**src/rtl/msg_sequencer.sv**
```systemverilog
// Sequences a two-message character ROM onto a valid/ready display port,
// with programmable inter-character pacing, loop and abort control.
module msg_sequencer #(
  parameter int unsigned LEN0   = 126,
  parameter int unsigned LEN1   = 77,
  parameter int unsigned ADDR_W = 7,
  parameter int unsigned DIV_W  = 16
) (
  input  logic              clk,
  input  logic              reset,
  input  logic [1:0]        sel,
  input  logic              start,
  input  logic              stop,
  input  logic              loop,
  input  logic [DIV_W-1:0]  pace_div,
  output logic              rom_sel,
  output logic [ADDR_W-1:0] rom_addr,
  input  logic [7:0]        rom_data,
  output logic [7:0]        char_data,
  output logic              char_valid,
  input  logic              char_ready,
  output logic              busy,
  output logic              msg_done
);

  localparam logic [2:0] S_IDLE    = 3'd0;
  localparam logic [2:0] S_FETCH   = 3'd1;
  localparam logic [2:0] S_LOAD    = 3'd2;
  localparam logic [2:0] S_PRESENT = 3'd3;
  localparam logic [2:0] S_GAP     = 3'd4;

  localparam logic [ADDR_W-1:0] LAST0 = ADDR_W'(LEN0 - 1);
  localparam logic [ADDR_W-1:0] LAST1 = ADDR_W'(LEN1 - 1);

  logic [2:0]        state_q, state_d;
  logic              rom_sel_q, rom_sel_d;
  logic [ADDR_W-1:0] rom_addr_q, rom_addr_d;
  logic [7:0]        char_data_q, char_data_d;
  logic              char_valid_q, char_valid_d;
  logic              busy_q, busy_d;
  logic              msg_done_q, msg_done_d;
  logic [DIV_W-1:0]  gap_q, gap_d;

  logic [ADDR_W-1:0] last_addr;
  logic              xfer;

  assign last_addr = rom_sel_q ? LAST1 : LAST0;
  assign xfer      = char_valid_q & char_ready;

  always_comb begin
    state_d      = state_q;
    rom_sel_d    = rom_sel_q;
    rom_addr_d   = rom_addr_q;
    char_data_d  = char_data_q;
    char_valid_d = char_valid_q;
    msg_done_d   = 1'b0;
    gap_d        = gap_q;

    case (state_q)
      S_IDLE: begin
        if (start && !stop) begin
          state_d    = S_FETCH;
          rom_sel_d  = sel[1] ^ sel[0];
          rom_addr_d = '0;
        end
      end
      S_FETCH: state_d = S_LOAD;
      S_LOAD: begin
        char_data_d  = rom_data;
        char_valid_d = 1'b1;
        state_d      = S_PRESENT;
      end
      S_PRESENT: begin
        if (xfer) begin
          char_valid_d = 1'b0;
          gap_d        = pace_div;
          if (rom_addr_q == last_addr) begin
            msg_done_d = 1'b1;
            if (loop) begin
              rom_addr_d = '0;
              rom_sel_d  = sel[1] ^ sel[0];
              state_d    = S_GAP;
            end else begin
              state_d = S_IDLE;
            end
          end else begin
            rom_addr_d = rom_addr_q + ADDR_W'(1);
            state_d    = S_GAP;
          end
        end
      end
      S_GAP: begin
        if (gap_q == '0) begin
          state_d = S_FETCH;
        end else begin
          gap_d = gap_q - DIV_W'(1);
        end
      end
      default: state_d = S_IDLE;
    endcase

    // Abort overrides everything, including a transfer on the same edge.
    if (stop && (state_q != S_IDLE)) begin
      state_d      = S_IDLE;
      char_valid_d = 1'b0;
      msg_done_d   = 1'b0;
      rom_sel_d    = rom_sel_q;
      rom_addr_d   = rom_addr_q;
      gap_d        = gap_q;
    end

    busy_d = (state_d != S_IDLE);
  end

  always_ff @(posedge clk or posedge reset) begin
    if (reset) begin
      state_q      <= S_IDLE;
      rom_sel_q    <= 1'b0;
      rom_addr_q   <= '0;
      char_data_q  <= '0;
      char_valid_q <= 1'b0;
      busy_q       <= 1'b0;
      msg_done_q   <= 1'b0;
      gap_q        <= '0;
    end else begin
      state_q      <= state_d;
      rom_sel_q    <= rom_sel_d;
      rom_addr_q   <= rom_addr_d;
      char_data_q  <= char_data_d;
      char_valid_q <= char_valid_d;
      busy_q       <= busy_d;
      msg_done_q   <= msg_done_d;
      gap_q        <= gap_d;
    end
  end

  assign rom_sel    = rom_sel_q;
  assign rom_addr   = rom_addr_q;
  assign char_data  = char_data_q;
  assign char_valid = char_valid_q;
  assign busy       = busy_q;
  assign msg_done   = msg_done_q;

endmodule

```
**config.mk**
```make
export PLATFORM = sky130hd
export DESIGN_NAME = msg_sequencer
export DESIGN_NICKNAME = d
export VERILOG_FILES = /design/src/rtl/msg_sequencer.sv
export SDC_FILE = /design/constraint.sdc
export NUM_CORES = 1
export LEC_CHECK = 0
export ABC_AREA = 0
export BUFFER_PORTS_ARGS = -buffer_cell sky130_fd_sc_hd__buf_2
export CORE_UTILIZATION = 60
export CTS_BUF_LIST = sky130_fd_sc_hd__clkbuf_4
export DETAILED_ROUTE_END_ITERATION = 10
export GPL_ROUTABILITY_DRIVEN = 0
export PLACE_DENSITY = 0.95
export SLEW_MARGIN = 20
export SYNTH_ARGS = -nofsm -noshare
export SYNTH_HDL_FRONTEND = slang
export SYNTH_SLANG_ARGS = --single-unit
export TNS_END_PERCENT = 5
```
**constraint.sdc**
```tcl
create_clock -name clk -period 3.7 [get_ports clk]
set_input_delay 0.555 -clock clk [delete_from_list [all_inputs] [get_ports clk]]
set_output_delay 0.555 -clock clk [all_outputs]
set_load 0.01 [all_outputs]
```
-- After elaboration in Yosys (flattened, before gate mapping)
Index checks and enable logic that the tools add are counted.
- register bits after elaboration: 38
- output and inout port bits: 19
- logic and storage cells: 67
- mux-type cells: 28
- reductions and logical operators: 14
- add/sub/neg operators: 2
- equality and inequality tests: 12
- bitwise operators: 3
- operators with widths (operator ; count):
    16-bit 2-to-1 mux ; 2
    16-bit one-hot mux with 2 select lines ; 1
    7-bit 2-to-1 mux ; 4
    3-bit 2-to-1 mux ; 6
    16-bit zero test ; 1
    16-bit by 1-bit subtractor with 16-bit output, second input constant ; 1
    3-bit one-hot mux with 5 select lines ; 1
    7-bit one-hot mux with 2 select lines ; 1
    1-bit 2-to-1 mux ; 10
    2-bit inequality test, second input constant ; 5
    3-bit nonzero test ; 3
    7-bit by 1-bit adder with 7-bit output, second input constant ; 1
    7-bit equality test ; 1
    3-bit by 2-bit equality test with 1-bit output, second input constant ; 2
    6-bit 2-to-1 mux ; 1
    3-bit inequality test, second input constant ; 2
    6-bit AND reduction ; 1
    5-bit AND reduction ; 1
    1-bit one-hot mux with 2 select lines ; 2
    4-bit AND reduction ; 1
    2-bit nonzero test ; 2
    3-bit by 1-bit equality test with 1-bit output, second input constant ; 1
    3-bit equality test, second input constant ; 1
    3-bit zero test ; 1
    other kinds (6) ; 7

-- Longest topological paths before layout
Gate-level depths: netlist of the first run.
- depth in word-level cells: 7
- depth in mapped cells: 8
- gate-level depth less buffers: 7

-- Worst setup path after synthesis of the first run
Ideal clock, no wire load.
- kind: reg-to-reg
- start: register gap_q[6]
- end: register gap_q[11]
- stages on the path, launching flop included: 7
- data required time: 3.579 ns
- setup slack: 1.462 ns
- data arrival time: 2.117 ns
- clock period less this slack: 2.238 ns
- cell sequence: dfrtp_1 -> or4_4 -> or4_1 -> buf_6 -> o211a_4 -> buf_6 -> a22o_1
- cells in the longest elaborated chain, start to end: 3
- elaborated cells on any way between the ends: 6
- ends and longest elaborated chain (element ; line ; text):
    start, declared ; 42 ; logic [DIV_W-1:0] gap_q, gap_d;
    start signal, assigned ; 133 ; gap_q <= gap_d;
    16-bit by 1-bit subtractor with 16-bit output / 16-bit zero test (equally long branches) ; 96, 93 ;
    16-bit 2-to-1 mux / 2-bit inequality test (equally long branches) ; n/a ;
    16-bit one-hot mux with 2 select lines / 4-bit AND reduction (equally long branches) ; n/a ;
Several ways; a longest one is shown, not always the timed one. The select of a mux whose other input is x is not followed.
A chain may end at the register's enable or synchronous reset.

-- Worst setup path in the final report of the first run
- start: register gap_q[6]
- end: register gap_q[13]
The elaborated chain is that of the path after synthesis.

==> results of run 1 <==
## layer usage
metal | routed length [um] | up-vias | global-route usage
li1 | - | 991 | -
met1 | 2050 | 966 | 0.3242
met2 | 2462 | 116 | 0.4341
met3 | 425 | 9 | 0.04710
met4 | 63 | 0 | 0.1599
met5 | 0 | - | 0
## per-stage QoR
stage / utilization / hold slack [ns]
6_report: 0.7431 / 0.2653
5_1_grt: 0.7431 / 0.2987
4_1_cts: 0.7413 / 0.4349
3_5_place_dp: 0.7190 / 0.4919
3_3_place_gp: 0.7190 / 0.4833
2_1_floorplan: - / 0.4779
## power breakdown
| part | switching, uW | internal (uW) |
|---|---|---|
| combinational | 249 | 232 |
| sequential | 149 | 563 |
| clock | 140 | 140 |
| total | 538 | 935 |
## synthesized netlist by cell type, types with 3 or more instances
library cell  count
nor2_1           21
buf_6             3
nor4_1            4
o21ai_0          22
a21oi_1          20
or3_1             3
ha_1              3
nor3_1            6
o41ai_1           4
o22ai_1           4
or4_1             3
nand2b_1          3
a31oi_1           3
a2bb2oi_1         4
nand2_1          19
mux2_2            9
nor3b_1           4
and3_1            3
clkbuf_1          9
dfrtp_1          38
inv_1             8
## registers in the layout, indices dropped and copies added, names as in the netlist
signal and flops:
gap_q 16, char_data 8, rom_addr 7, state_q 3
busy 1, char_valid 1, msg_done 1, rom_sel 1
## cell families after synthesis
| logic type | after synthesis | share of synthesized area |
|---|---|---|
| DFF | 38 | 0.4243 |
| and+or+nand+nor | 80 | 0.1949 |
| xor gates and xnor gates | 3 | 0.01173 |
| muxes | 11 | 0.05416 |
| AOI/OAI and AO/OA | 84 | 0.2546 |
| buffers and inverters | 20 | 0.04355 |
| adders and majority gates | 3 | 0.01675 |
## worst max-delay path by stage
stage	end	start	cells past startpoint	slack, ns
after floorplan	gap_q[11]	gap_q[6]	6	1.46
after global placement	gap_q[13]	gap_q[6]	5	1.23
after detailed placement	gap_q[13]	gap_q[6]	5	1.19
after CTS	gap_q[13]	gap_q[6]	5	1.17
after global routing	gap_q[14]	state_q[0]	5	1.04
final	gap_q[13]	gap_q[6]	5	1.17
## cell type report
type                    count  area share
clock buffers               5     0.01456
clock inverters             3     0.01553
inverters                   8     0.01165
multi-input cells         181      0.4670
flip-flops and latches     38      0.3689
well taps                  46     0.02233
repair buffers             51      0.1000
==> results.md, run 1 <==
- Outcome: finished clean
- Max Cap Violations: 0
- Worst skew pair latency: roughly 0.34 ns
- Global route total overflow: 0
- Final setup TNS: 0 ns
- Internal reg-to-reg setup slack: 1.17 ns
- Crit. End Element: flop
- Arr. time, crit path: roughly 2.8 ns
- Die Y: 63.12 um
- Total power draw: between 1000 and 1500 uW
- Avg Cell Area, Syn: roughly 9.4 um^2
- Slew @ Worst Pin: about 0.77 ns
- Required @ worst endpoint: 3.95 ns
- Critical-path cell list: or4_4 -> or4_1 -> o211ai_4 -> a21oi_1 -> o22a_2
- Warnings, synthesis: 0
- DR vias: between 2,000 and 2,500
- Rel. slew slack: 0.4889
- Largest cells by area after synthesis: dfrtp_1 (42%), o21ai_0 (4.9%), mux2_2 (4.5%), a21oi_1 (4.5%), nor2_1 (3.5%)
- Starting density of the core: 0.6461
- CP top delay family: simple AND/OR/NAND/NOR gates
- DIE WIDTH: between 60 and 70 um
- Layout fillers: about 260
- Synth async-reset ratio: 1.000
- Clock transition at path regs: between 0.1 and 0.15 ns
- Max Freq: just under 400 MHz
- Synth Flop Type: dfrtp_1
- WP buf/inv: 0
- Pre-CTS setup slack: ~1.2 ns
- # hold bufs at CTS: 0
- Multi-input gate area: ~1200 um^2
- CTS buffer count: 5
- Initial antenna violation count: 0
- Total die area: 3984 um^2
- Unrepaired setup endpoints after global routing: false
- Setup repair bufs after CTS: 0
- FF-to-FF End: gap_q[13]
- Design Area, Final: about 2600 um^2
- FF+latch area: about 950 um^2
- Reg2Reg Depth: 5
- First-pass GRT wire length: about 8.3 mm
- Placed cell count: between 300 and 400
- Area leader, netlist: dfrtp_1
- Final WL: 5.000 mm
- Total GRT Usage: 0.2649
- Final std cells w/o fill: 332
- Max incr delay on CP: 0.64 ns
- Final setup fails: 0
- Nets@finish: 320
- Diodes inserted: 0
- Commonest non-fill, non-tap cell in the layout: buf_2
- Cell Area, Synth: approximately 2200 um^2
- Leakage: approximately 0.0011 uW
- CP Max Fanout: 19
- FP Rows: 21
- Final WS setup: ~1.2 ns
- Final Skew: about 0.012 ns
- Worst min path class: primary input to async pin
- Port Buf Inserts: 50
- CTS Sinks: 38
- Slowest-stage cell, CP: or4_1
- Final Hold Viols: 0
- Clock tree root buffer cell: clkbuf_4
- Maximum VDD drop: 0.0003019 V
- Htree depth: 2
- I/O pins: 51
- Area after DPL: 2494 um^2
- CP Class: flop to flop
- CTS tree: done
- Post-route clock period utilization: 0.6845
- Startpoint types: flop
- Core area: between 3000 and 4000 um^2
- Drt wl/cell: approximately 15 um
- Most frequent cells in the layout: buf_2 (50), dfrtp_1 (38), o21ai_0 (22)
- Seq/Total Area, Yosys: 0.4243
- DR vias/cell: between 6 and 7
- Drc violations: 0
- Pre-antenna DRT Iters: 4
- Synth Instances: about 240
- Max-slew violations: 0
- Min Tclk post-route: between 2 and 3 ns
- Largest net degree at the start of global routing: 31
- Area Growth Syn to Fin: 15.02%
- Longest Clk Path Bufs: 2
- Post-synth EDFFs: 0
- FF+latch count, synth: 38
- Post-detail-place hpwl: 3.453 mm
- Layout cell share with drive strength beyond 1: 0.2762
- Vias in the first global route: just under 2,000
- Post-cts sizing count: 0
- Final antenna-violating net count: 0
- Worst r2r src: gap_q[6]
- PD cells: around 570 nW/um^2
- DRT iter0 DRCs: 163
- Synth cell types: 55
- Post-synth top area share: 0.4243
- Mapped Nets: about 270
No activity file was read; power rests on OpenSTA's default activity.
==> inputs of run 2 (changes only) <==
ABC_AREA = 1   (was 0)
CORE_UTILIZATION = 57   (was 60)
PLACE_DENSITY = 0.94   (was 0.95)
clock period = 2.6 ns   (was 3.7 ns; I/O delays follow)
==> run 2 against run 1 <==
  * Maximum frequency up 18%
  * Area after synthesis up 9.1%
  * Count of clock-buffer cells in the layout unchanged
  * Non-clock buffer count up 1
  * Flip-flop and latch count unchanged
  * Hold slack worse by 0.14 ns
  * Wire length up 12%
  * Critical endpoint is now gap_q[2]
==> results.md, run 2 <==
- Outcome: finished clean
- Most frequent cells in the layout: nand2_1 (144), buf_2 (50), nor2_1 (49)
- Core area: between 4000 and 5000 um^2
- Drt wl/cell: roughly 12 um
- Total power draw: ~2600 uW
- Synth cell count leaders: nand2_1 (144), nor2_1 (49), dfrtp_1 (38), inv_1 (36), nand3_1 (31)
- Synth Area in Compound Gates: 0.06448
- Max FFs per register: 16
- Post-route clock period utilization: 0.8227
- Maximum VDD drop: 0.0005330 V
- Pre-CTS setup slack: approximately 0.51 ns
- PD cells: 935.1 nW/um^2
- DIE WIDTH: slightly below 70 um
- Area Growth Syn to Fin: 14.59%
- Final Hold Viols: 0
- Die Y: around 67 um
- Synth async-reset ratio: 1.000
- Largest net degree at the start of global routing: 39
- Seq/Total Area, Yosys: 0.3889
- Pre-antenna DRT Iters: 4
- Max Cap Violations: 0
- CTS tree: done
- Unrepaired setup endpoints after global routing: false
- Initial antenna violation count: 0
- Worst Setup SP: state_q[0]
- FF+latch count, synth: 38
- First-pass GRT wire length: roughly 9.3 mm
- Largest cells by area after synthesis: dfrtp_1 (39%), nand2_1 (22%), nor2_1 (7.5%), nand3_1 (6.3%), inv_1 (5.5%)
- Final WL: 5.612 mm
- DRT iter0 DRCs: around 200
- Drc violations: 0
- FF+latch area: 950.9 um^2
- Worst r2r src: state_q[0]
- Reg2Reg Depth: 9
- Final Skew: ~0.018 ns
- Internal reg-to-reg setup slack: about 0.46 ns
- FP Rows: 23
- Worst min path class: primary input to async pin
- Final setup TNS: 0 ns
- Nets@finish: between 400 and 500
- Rel. slew slack: 0.6612
- Cell Area, Synth: 2445 um^2
- Htree depth: 2
- DR vias: between 2,000 and 2,500
- Area leader, netlist: dfrtp_1
- Post-cts sizing count: 0
- Mapped Nets: approximately 400
- Final setup fails: 0
- Layout cell share with drive strength beyond 1: 0.1794
- FF-to-FF End: gap_q[2]
- Global route total overflow: 0
- DR vias/cell: 5.340
- Synth Instances: ~370
- I/O pins: 51
- Synth Flop Type: dfrtp_1
- Port Buf Inserts: 50
- Avg Cell Area, Syn: roughly 6.7 um^2
- Post-synth top area share: 0.3889
- Commonest non-fill, non-tap cell in the layout: nand2_1
- Required @ worst endpoint: 2.89 ns
- Setup repair bufs after CTS: 0
- Total GRT Usage: 0.2758
- Diodes inserted: 0
- CTS Sinks: 38
- # hold bufs at CTS: 0
- Final Util: 0.6904
- Synth cell types: 28
- Most flop-heavy register: gap_q
- Layout fillers: approximately 350
- XOR/XNOR Fraction of Synth Area: 0.007165
- Worst setup endpoint: gap_q[2]
- Warnings, synthesis: 0
- Min Tclk post-route: 2.139 ns
- CTS buffer count: 5
- Startpoint types: flop
- Area share of fa/ha/maj cells after synthesis: 0.01535
- Slew @ Worst Pin: roughly 0.51 ns
- Longest Clk Path Bufs: 2
- Clock tree root buffer cell: clkbuf_4
- Vias in the first global route: ~2,300
- Clock transition at path regs: 0.13 ns
- Leakage: between 0.0015 and 0.002 uW
- Main combinational cell family by area after synthesis: simple AND/OR/NAND/NOR gates
- CP Max Fanout: 20
- Count leader, synth: nand2_1
- CP Class: flop to flop
- Multiplexer share of the synthesized area: 0
- Max Freq: roughly 470 MHz
- Post-detail-place hpwl: 4.085 mm
- Arr. time, crit path: ~2.4 ns
- Hold WS: ~0.12 ns
- Final WS setup: about 0.46 ns
- Post-synth EDFFs: 0
- Final antenna-violating net count: 0
- Starting density of the core: 0.6025
- Max-slew violations: 0
- Crit. End Element: flop
- Total die area: roughly 4600 um^2
- Simple-Gate Fraction of Synth Area: 0.4360
- Multi-input gate area: 1279 um^2
- Worst skew pair latency: approximately 0.37 ns
[run 2: changes by cell type after synthesis, sizes merged, moves of 9 or more]
cell   previous run  this run
nand2            19       151
nand3             1        32
nor2             21        52
inv               8        37
a21oi            21         2
mux2              9         0
nand4             0         9
[run 2: kinds of logic (layout without fill, tap and decap cells)]
| family | after synthesis | after routing |
|---|---|---|
| AOI/OAI and AO/OA | 26 | 26 |
| DFF | 38 | 38 |
| xor gates and xnor gates | 2 | 2 |
| adders and majority gates | 3 | 3 |
| buffers and inverters | 46 | 98 |
| and+or+nand+nor | 251 | 251 |
[run 2: worst min path at each step]
| stage | startpoint | to | slack, ns | cells past startpoint |
|---|---|---|---|---|
| 6_report | reset | rom_addr[0] | 0.12 | 3 |
| 5_1_grt | reset | state_q[1] | 0.17 | 3 |
| 4_1_cts | reset | char_data[1] | 0.13 | 3 |
| 3_5_place_dp | char_data[1] | char_data[1] | 0.47 | 2 |
| 3_3_place_gp | char_data[7] | char_data[7] | 0.46 | 2 |
| 2_1_floorplan | stop | msg_done | 0.46 | 1 |
[run 2: routing by layer]
layer,up-vias,part of all wire,global-route usage
met5,-,0,0
met4,0,0.017,0.1489
met3,12,0.054,0.06757
met2,81,0.50,0.4814
met1,1156,0.42,0.3047
li1,1250,-,-
[run 2: worst max-delay path, cell delays in order (launching register included)]
cell and delay, ns:
dfrtp_1 0.47, nor2_4 0.17, nand2_1 0.28, nand2_1 0.15, inv_1 0.06, nor2_2 0.13
nand2_2 0.24, inv_1 0.36, nand2_1 0.08, o21ai_1 0.09
[run 2: layout make-up]
class | instances | area share
repair buffers | 52 | 0.09468
clock buffers | 5 | 0.01340
multi-input cells | 282 | 0.4565
inverters | 38 | 0.05092
clock inverters | 3 | 0.02278
flip-flops and latches | 38 | 0.3394
well taps | 50 | 0.02233
[run 2: report_power, final]
part	total, uW	leakage (uW)	internal, uW	switching [uW]
logic	1100	0.00100	392	710
registers	1010	0.000488	806	207
clock network	505	0.0000528	296	209
[run 2: metrics by stage]
step	cells	area (um^2)
finish	468	2801
global route	468	2801
CTS	468	2801
detailed placement	460	2700
global placement	460	2700
floorplan	366	2445
==> inputs of run 3 (changes only) <==
ABC_AREA = 0   (was 1)
CORE_UTILIZATION = 50   (was 57)
PLACE_DENSITY = 0.89   (was 0.94)
clock period = 1.8 ns   (was 2.6 ns; I/O delays follow)
==> run 3 against run 2 <==
  * The run now ends with negative setup slack left
  * Final cell count decreased by 17%
  * Sequential power increased by 36%
  * First-iteration DRC count up 30%
  * Critical path depth shrank 3
  * Non-clock buffer count is 50 higher
  * Utilization rose by 6.2 points
==> results.md, run 3 (same netlist as run 1, synthesis figures left out) <==
- Maximum VDD drop: ~0.00072 V
- Max-slew violations: 0
- Final Util: 0.7527
- Design Area, Final: 3119 um^2
- # hold bufs at CTS: 0
- Final WL: ~6.5 mm
- Outcome: complete, but fails checks
- Global route total overflow: 0
- CP Class: flop to flop
- Required @ worst endpoint: between 2 and 2.5 ns
- Critical-path cell list: or4_4 -> or4_4 -> o211ai_4 -> buf_12 -> a21oi_1 -> a2bb2oi_1
- Total die area: between 4000 and 5000 um^2
- Min Tclk post-route: 2.233 ns
- Vias in the first global route: about 2,100
- Area Growth Syn to Fin: 39.20%
- Core area: about 4100 um^2
- Max Freq: between 400 and 500 MHz
- Total GRT Usage: 0.2765
- Leakage: between 0.001 and 0.0015 uW
- Max FFs per register: 16
- Internal reg-to-reg setup slack: -0.43 ns
- FF-to-FF End: gap_q[7]
- Final setup fails: 24
- Max incr delay on CP: between 0.5 and 0.6 ns
- DRT iter0 DRCs: 253
- Post-detail-place hpwl: roughly 4.2 mm
- Crit. End Element: flop
- Violated checks: negative setup slack
- Slew @ Worst Pin: between 0.5 and 0.6 ns
- Clock transition at path regs: about 0.12 ns
- First-pass GRT wire length: roughly 9.5 mm
- Final Hold Viols: 0
- Die Y: around 69 um
- CTS Sinks: 38
- Startpoint types: flop
- Post-route clock period utilization: 1.240
- Htree depth: 2
- DR vias: 2,353
- Drt wl/cell: about 17 um
- Largest net degree at the start of global routing: 39
- Unrepaired setup endpoints after global routing: true
- Final WS setup: -0.4327 ns
- CTS buffer count: 5
- Drc violations: 0
- Port Buf Inserts: 50
- Worst skew pair latency: between 0.3 and 0.4 ns
- Commonest non-fill, non-tap cell in the layout: buf_2
- Diodes inserted: 0
- Final Skew: approximately 0.011 ns
- I/O pins: between 50 and 60
- Worst r2r src: gap_q[10]
- Most used cell, CP: or4_4
- Worst min path class: primary input to async pin
- Most frequent cells in the layout: buf_2 (50), buf_4 (48), dfrtp_1 (38)
- Arr. time, crit path: ~2.5 ns
- DIE WIDTH: approximately 69 um
- Area after DPL: ~2900 um^2
- Most flop-heavy register: gap_q
- Slowest-stage cell, CP: or4_4
- PD cells: roughly 1100 nW/um^2
- Final antenna-violating net count: 0
- CTS tree: done
- Nets@finish: 372
- Reg2Reg Depth: 6
- Max Cap Violations: 0
- Total power draw: 3493 uW
- Initial antenna violation count: 0
- FP Rows: 23
- Layout cell share with drive strength beyond 1: 0.4497
- Pre-antenna DRT Iters: 4
- Starting density of the core: 0.5408
- Rel. slew slack: 0.6043
- Clock tree root buffer cell: clkbuf_4
- CP Max Fanout: 15
- DR vias/cell: between 6 and 7
- Longest Clk Path Bufs: 2
==> run 3: changes by cell type in the layout (fill, tap and decap cells not counted), moves of 4 or more <==
cell	change
nand3_1	-30
a21oi_2	+4
a21oi_1	+14
a2bb2oi_1	+4
nor3_1	+4
o22ai_1	+4
nand2_2	-7
nand4_1	-9
nand2_1	-125
inv_1	-28
nor2_1	-30
or4_4	+4
mux2_2	+9
buf_4	+46
==> run 3: layer usage <==
metal  global-route usage  routed length (um)
met5                    0                   0
met4               0.1556                 178
met3              0.06414                 406
met2               0.4575                3252
met1               0.3275                2615
==> run 3: layout make-up <==
type	instances	area (um^2)
multi-input cells	182	1349
fillers	303	1025
flip-flops and latches	38	950.9
repair buffers	102	673.1
well taps	50	62.56
clock buffers	6	45.04
inverters	8	30.03
clock inverters	2	8.758
==> run 3: critical path, delay by kind of cell, from the launching register on <==
| kind | cells | cell delay [ns] |
|---|---|---|
| compound gates | 3 | 0.45 |
| flops | 1 | 0.40 |
| buf+inv | 1 | 0.18 |
| simple gates | 2 | 1.09 |
==> run 3: worst max path at each step <==
| stage | startpoint | to | slack [ns] |
|---|---|---|---|
| 2_1_floorplan | gap_q[10] | gap_q[11] | -0.42 |
| 3_3_place_gp | gap_q[6] | gap_q[13] | -0.38 |
| 3_5_place_dp | gap_q[6] | gap_q[13] | -0.43 |
| 4_1_cts | gap_q[5] | gap_q[13] | -0.41 |
| 5_1_grt | gap_q[10] | gap_q[2] | -0.54 |
| 6_report | gap_q[10] | gap_q[7] | -0.43 |
==> run 3: timing repair <==
item                                    in CTS  in global routing
endpoints found under the setup margin      26                 27
hold endpoints to repair                     0                  0
resized for setup                           16                 20
buffers inserted                             0                  1
pin swaps                                   10                  4
cloned                                       1                  0
==> run 3: report_power, final <==
group	switching [uW]	internal, uW	leakage, uW	total, uW
clock	289	162	0.0000331	451
combinational	810	858	0.000910	1670
sequential	217	1160	0.000475	1370
total	1320	2180	0.00142	3490
==> run 3: metrics by stage <==
stage          setup WS, ns  setup TNS (ns)  instances  hold slack (ns)
2_1_floorplan       -0.4216          -6.958        239           0.4217
3_3_place_gp        -0.3808          -5.777        378           0.4044
3_5_place_dp        -0.4314          -6.775        378           0.4119
4_1_cts             -0.4065          -6.120        387          0.02027
5_1_grt             -0.5416          -8.944        388          0.06974
6_report            -0.4327          -6.780        388         0.005281
